**config.mk**
```make
export PLATFORM = sky130hd
export DESIGN_NAME = seg7_display_mux
export DESIGN_NICKNAME = d
export VERILOG_FILES = /design/src/rtl/timer_pkg.sv /design/src/rtl/seg7_decode.sv /design/src/rtl/seg7_display_mux.sv
export SDC_FILE = /design/constraint.sdc
export NUM_CORES = 1
export LEC_CHECK = 0
export CORE_MARGIN = 10
export CORE_UTILIZATION = 65
export DETAILED_ROUTE_END_ITERATION = 12
export DONT_BUFFER_PORTS = 1
export HOLD_SLACK_MARGIN = 0.08
export PLACE_DENSITY = 0.89
export RECOVER_POWER = 25
export SETUP_SLACK_MARGIN = 0.02
export SYNTH_ARGS = -nofsm -noshare
export SYNTH_HDL_FRONTEND = slang
export SYNTH_HIERARCHICAL = 1
export SYNTH_SLANG_ARGS = --single-unit
```
**constraint.sdc**
```tcl
create_clock -name clock -period 3.8 [get_ports clock]
set_clock_uncertainty 0.05 [all_clocks]
set_input_delay 0.57 -clock clock [delete_from_list [all_inputs] [get_ports clock]]
set_output_delay 0.57 -clock clock [all_outputs]
set_load 0.01 [all_outputs]
```
**src/rtl/timer_pkg.sv**
```systemverilog
// -----------------------------------------------------------------------------
// timer_pkg
// Definitions shared by the kitchen-timer blocks: FSM state encodings,
// active-low seven-segment patterns ({g,f,e,d,c,b,a}), and the packed
// four-digit BCD bundle used for the display snapshot.
// -----------------------------------------------------------------------------
package timer_pkg;

    typedef enum logic [2:0] {
        ST_IDLE   = 3'd0,
        ST_RESET  = 3'd1,
        ST_GETMIN = 3'd2,
        ST_GETSEC = 3'd3,
        ST_COUNT  = 3'd4,
        ST_PAUSE  = 3'd5
    } timer_state_e;

    typedef struct packed {
        logic [3:0] min_1;
        logic [3:0] min_0;
        logic [3:0] sec_1;
        logic [3:0] sec_0;
    } digits_t;

    localparam logic [6:0] SEG_0    = 7'b1000000;
    localparam logic [6:0] SEG_1    = 7'b1111001;
    localparam logic [6:0] SEG_2    = 7'b0100100;
    localparam logic [6:0] SEG_3    = 7'b0110000;
    localparam logic [6:0] SEG_4    = 7'b0011001;
    localparam logic [6:0] SEG_5    = 7'b0010010;
    localparam logic [6:0] SEG_6    = 7'b0000010;
    localparam logic [6:0] SEG_7    = 7'b1111000;
    localparam logic [6:0] SEG_8    = 7'b0000000;
    localparam logic [6:0] SEG_9    = 7'b0010000;
    localparam logic [6:0] SEG_DASH = 7'b0111111;
    localparam logic [6:0] SEG_OFF  = 7'b1111111;

endpackage

```
**src/rtl/seg7_decode.sv**
```systemverilog
// -----------------------------------------------------------------------------
// seg7_decode
// Combinational BCD to active-low seven-segment decoder. Codes 10..15 are not
// valid BCD and show a dash so a corrupted digit is visible on the display.
//   bcd_i  in  4  BCD digit
//   seg_o  out 7  segments {g,f,e,d,c,b,a}, active-low
// -----------------------------------------------------------------------------
module seg7_decode
    import timer_pkg::*;
(
    input  logic [3:0] bcd_i,
    output logic [6:0] seg_o
);

    always_comb begin
        seg_o = SEG_DASH;
        case (bcd_i)
            4'd0: seg_o = SEG_0;
            4'd1: seg_o = SEG_1;
            4'd2: seg_o = SEG_2;
            4'd3: seg_o = SEG_3;
            4'd4: seg_o = SEG_4;
            4'd5: seg_o = SEG_5;
            4'd6: seg_o = SEG_6;
            4'd7: seg_o = SEG_7;
            4'd8: seg_o = SEG_8;
            4'd9: seg_o = SEG_9;
            default: seg_o = SEG_DASH;
        endcase
    end

endmodule

```
**src/rtl/seg7_display_mux.sv**
```systemverilog
// -----------------------------------------------------------------------------
// seg7_display_mux
// Time-multiplexes the kitchen-timer digits onto a 4-digit common-anode
// seven-segment display with a colon. Each digit slot starts with a guard
// interval (all anodes off) to hide ghosting. The display blinks while paused
// or when the alarm is active; the colon flashes while counting.
//   clock    in   1  system clock
//   reset_n  in   1  asynchronous active-low reset
//   min_1..sec_0 in 4 each  BCD digits, latched once per frame
//   state    in   3  timer FSM state (sampled every cycle)
//   led      in   1  alarm flag (sampled every cycle)
//   an       out  4  anode enables, active-low, an[0]=sec_0 .. an[3]=min_1
//   seg      out  7  segments {g,f,e,d,c,b,a}, active-low
//   dp       out  1  colon, active-low
// -----------------------------------------------------------------------------
module seg7_display_mux
    import timer_pkg::*;
#(
    parameter int unsigned REFRESH_DIV = 100000,
    parameter int unsigned GUARD       = 2000,
    parameter int unsigned BLINK_DIV   = 25000000,
    parameter bit          LZ_BLANK    = 1'b1
) (
    input  logic       clock,
    input  logic       reset_n,
    input  logic [3:0] min_1,
    input  logic [3:0] min_0,
    input  logic [3:0] sec_1,
    input  logic [3:0] sec_0,
    input  logic [2:0] state,
    input  logic       led,
    output logic [3:0] an,
    output logic [6:0] seg,
    output logic       dp
);

    localparam int unsigned RW = (REFRESH_DIV > 1) ? $clog2(REFRESH_DIV) : 1;
    localparam int unsigned BW = (BLINK_DIV > 1)   ? $clog2(BLINK_DIV)   : 1;

    logic [RW-1:0] rcnt_q, rcnt_d;
    logic [1:0]    idx_q, idx_d;
    logic [BW-1:0] bcnt_q, bcnt_d;
    logic          phase_q, phase_d;
    digits_t       snap_q, snap_d;
    logic [3:0]    an_q, an_d;
    logic [6:0]    seg_q, seg_d;
    logic          dp_q, dp_d;

    logic          rcnt_wrap;
    logic          bcnt_wrap;
    logic [3:0]    cur_digit;
    logic [6:0]    cur_seg;
    logic          blank_blink;
    logic          an_off;

    seg7_decode u_decode (
        .bcd_i (cur_digit),
        .seg_o (cur_seg)
    );

    always_comb begin
        rcnt_wrap = (rcnt_q == RW'(REFRESH_DIV - 1));
        bcnt_wrap = (bcnt_q == BW'(BLINK_DIV - 1));

        rcnt_d  = rcnt_wrap ? '0 : rcnt_q + 1'b1;
        idx_d   = rcnt_wrap ? idx_q + 2'd1 : idx_q;
        bcnt_d  = bcnt_wrap ? '0 : bcnt_q + 1'b1;
        phase_d = bcnt_wrap ? ~phase_q : phase_q;

        // New digits are only taken at the frame boundary so a frame is never
        // a mix of old and new values.
        snap_d = snap_q;
        if (rcnt_wrap && (idx_q == 2'd3)) begin
            snap_d = '{min_1: min_1, min_0: min_0, sec_1: sec_1, sec_0: sec_0};
        end

        cur_digit = snap_q.sec_0;
        case (idx_q)
            2'd0: cur_digit = snap_q.sec_0;
            2'd1: cur_digit = snap_q.sec_1;
            2'd2: cur_digit = snap_q.min_0;
            2'd3: cur_digit = snap_q.min_1;
            default: cur_digit = snap_q.sec_0;
        endcase

        // States 6/7 fall through as non-pause, non-count: no blink, steady colon.
        blank_blink = (led || (state == ST_PAUSE)) && phase_q;

        an_off = (rcnt_q < RW'(GUARD))
               || blank_blink
               || (LZ_BLANK && (idx_q == 2'd3) && (snap_q.min_1 == 4'd0));

        an_d  = an_off ? 4'b1111 : ~(4'b0001 << idx_q);
        seg_d = cur_seg;
        dp_d  = ~((idx_q == 2'd2) && !an_off
                  && ((state != ST_COUNT) || !phase_q));
    end

    always_ff @(posedge clock or negedge reset_n) begin
        if (!reset_n) begin
            rcnt_q  <= '0;
            idx_q   <= '0;
            bcnt_q  <= '0;
            phase_q <= 1'b0;
            snap_q  <= '0;
            an_q    <= 4'b1111;
            seg_q   <= SEG_OFF;
            dp_q    <= 1'b1;
        end else begin
            rcnt_q  <= rcnt_d;
            idx_q   <= idx_d;
            bcnt_q  <= bcnt_d;
            phase_q <= phase_d;
            snap_q  <= snap_d;
            an_q    <= an_d;
            seg_q   <= seg_d;
            dp_q    <= dp_d;
        end
    end

    assign an  = an_q;
    assign seg = seg_q;
    assign dp  = dp_q;

endmodule

```
==> summary.txt <==
Hold slack: 323 ps
Number of distinct library cells after synthesis: 51
Period utilization: 0.726
Outcome: finished, violations left
Slew HR: -0.156
Avg Vias per Cell: 6.20
Commonest cells in the synthesized netlist: dfrtp_1 (61), nand2_1 (24), nor2_1 (22)
Register area share after synthesis: 0.523
Die Y-Extent: 93.6 um
Routability congestion estimate: 0.839
Syn nets: 352
Sequential share of power: 0.575
Starting Density: 0.681
Post-cts sizing count: 0
Tmin final: 2760 ps
First-pass GRT wire length: 11900 um
Initial DRC count: 146
Hold crit path type: input port to register
Vias in the first global route: 2499
Violated checks: max-capacitance violations, max-slew violations
Cell Area, Placed: 0.00356 mm^2
DRC Markers: 0
Crit-path max cell delay: 530 ps
Post-Syn Area: 0.00352 mm^2
Core ar.: 0.00517 mm^2
Main synth FF type: dfrtp_1
Post-Place Cells: 377
Sw Ratio: 0.216
Least-Margin Pin Slew: 1730 ps
Top-area cell type share of the netlist area: 0.433
Overall power: 1.41 mW
Worst endpoint required time: 3960 ps
GR Overflow Total: 0
Count of final setup violators: 0
NumNets Final: 354
P per Cell Area: 374 mW/mm^2
P_sw: 304 uW
Flop2flop setup slack: 1040 ps
Worst skew pair latency: 340 ps
Initial antenna violation count: 0
Cell Chain, Critical Path: ha_1 > and4_1 > and4_1 > nand2_1 > mux2_1
Clock buffer depth: 2
Die width: 93.6 um
PortBufs: 0
Clock power share: 0.391
Reg clk slew, reported paths: 70 ps
HPWL Detailed: 5060 um
#FFs+latches synth: 73
Startpoint types: register
CP bufs+invs: 0
Postcts setup bufs: 0
Vias: 2449
I/O pin total: 34
Synth area leader: dfrtp_1
Wire per inst: 18.1 um
CTS sink cnt: 73
Finished Layout Cells: 395
Setup TNS: 0 ps
YS warnings: 6
Drt pass-1 iters: 7
MaxCap Viol Count: 1
GRT Overall Usage: 0.168
Num CTS Buffers: 9
Leak pwr: 1.68 nW
Top-count cell post-synth: dfrtp_1
Crit path kind: register to register
Worst Setup End Kind: register
CP max FO: 16
Worst EP arrival: 2920 ps
Area grow syn2layout: 6.57%
Rows: 26
RSZ-0062 raised after global routing: false
Top Family by Delay on Critical Path: simple AND/OR/NAND/NOR gates
Most common cell on crit path: and4_1
Fin. Hold Viols: 0
Final instance area: 0.00376 mm^2
Post-DRT Antenna Nets: 0
P_int: 1.10 mW
CTS tree: yes
CTS H-tree lvls: 3
Post-synth EDFFs: 0
Cells after Synth: 318
WL final: 7130 um
Die footprint: 0.00877 mm^2
Clk root buf: clkbuf_8
Combinational power share: 0.034
# hold bufs at CTS: 2
Layout cell share with drive strength beyond 1: 0.154
Syn_area_per_cell: 11.1 um^2
Pre-CTS setup slack: 1170 ps
VDD IR max: 0.000266 V
Util after Layout: 0.726
FMAX: 0.363 GHz
Pins Over Slew Limit: 74
Async set-reset flop share out of synthesis: 1.00
Most area-consuming cells after synthesis: dfrtp_1 (43%), dfstp_2 (8.9%), xor2_1 (5.0%)
Largest net degree at the start of global routing: 74
Worst path slowest cell: nand2_1
Final setup margin: 1040 ps
Diodes inserted: 0
power by group through the flow:
stage / combinational (mW) / sequential, mW / clock, mW
final: 0.0483 / 0.808 / 0.550
after CTS: 0.0529 / 0.809 / 0.565
after floorplan: 0.0288 / 0.820 / 0
after global placement: 0.0294 / 0.822 / 0
after detailed placement: 0.0330 / 0.823 / 0
after global routing: 0.0546 / 0.810 / 0.593
area by class of cell:
type                       count  area [um^2]
tap                           70         87.6
clock buffer                  13          169
clock inverter                 3         15.0
inverter                      14         52.6
multi-input combinational    219         1570
fill                         332         1420
sequential                    73         1840
timing repair buffer           3         22.5
state kept, by name, indices dropped and copies added, names as in the netlist:
register / count
rcnt_q: 17
idx_q: 2
an: 4
phase_q: 1
bcnt_q: 25
seg: 7
dp: 1
snap_q: 16
logic make-up after synthesis:
family          after synthesis  synth area share
buf+inv                      26            0.0327
simple gates                122             0.196
flops                        73             0.523
compound gates               35            0.0692
xor+xnor                     29            0.0721
fa+ha+maj                    12            0.0426
mux                          21            0.0653
layout by cell type (no fill, tap or decap), types with 7 or more instances in the layout:
cell type and count:
clkbuf_8 12, dfrtp_1 61, a21oi_1 9, mux2_2 14, nand4_1 12, nand3_1 13, nand2_1 24, inv_1 14
dfstp_2 12, xnor2_1 9, ha_1 12, xor2_1 20, nor2_1 22, or4_1 7
metal layers:
metal | wire length, um | track usage | vias to the layer above
met5 | 0 | 0 | -
met4 | 64 | 0.0380 | 0
met3 | 376 | 0.0488 | 9
met2 | 3670 | 0.292 | 82
met1 | 3030 | 0.202 | 1226
li1 | - | - | 1132
worst reg2reg max path: cells and delay by family, from the launching register on:
family        cells  cell delay [ps]
fa+ha+maj         1              240
flops             1              440
mux               1              500
simple gates      3             1410
final timing paths:
check                               start    endpoint  depth (start not counted)
worst max-delay path            rcnt_q[0]   snap_q[4]                          5
worst min-delay path             min_1[2]  snap_q[14]                          1
worst max register to register  rcnt_q[0]   snap_q[4]                          5
worst min register to register    phase_q     phase_q                          1
max in group asynchronous         reset_n   snap_q[2]                          2
min in group asynchronous         reset_n   rcnt_q[2]                          2
Note: power is estimated with default switching activity, not from simulation.
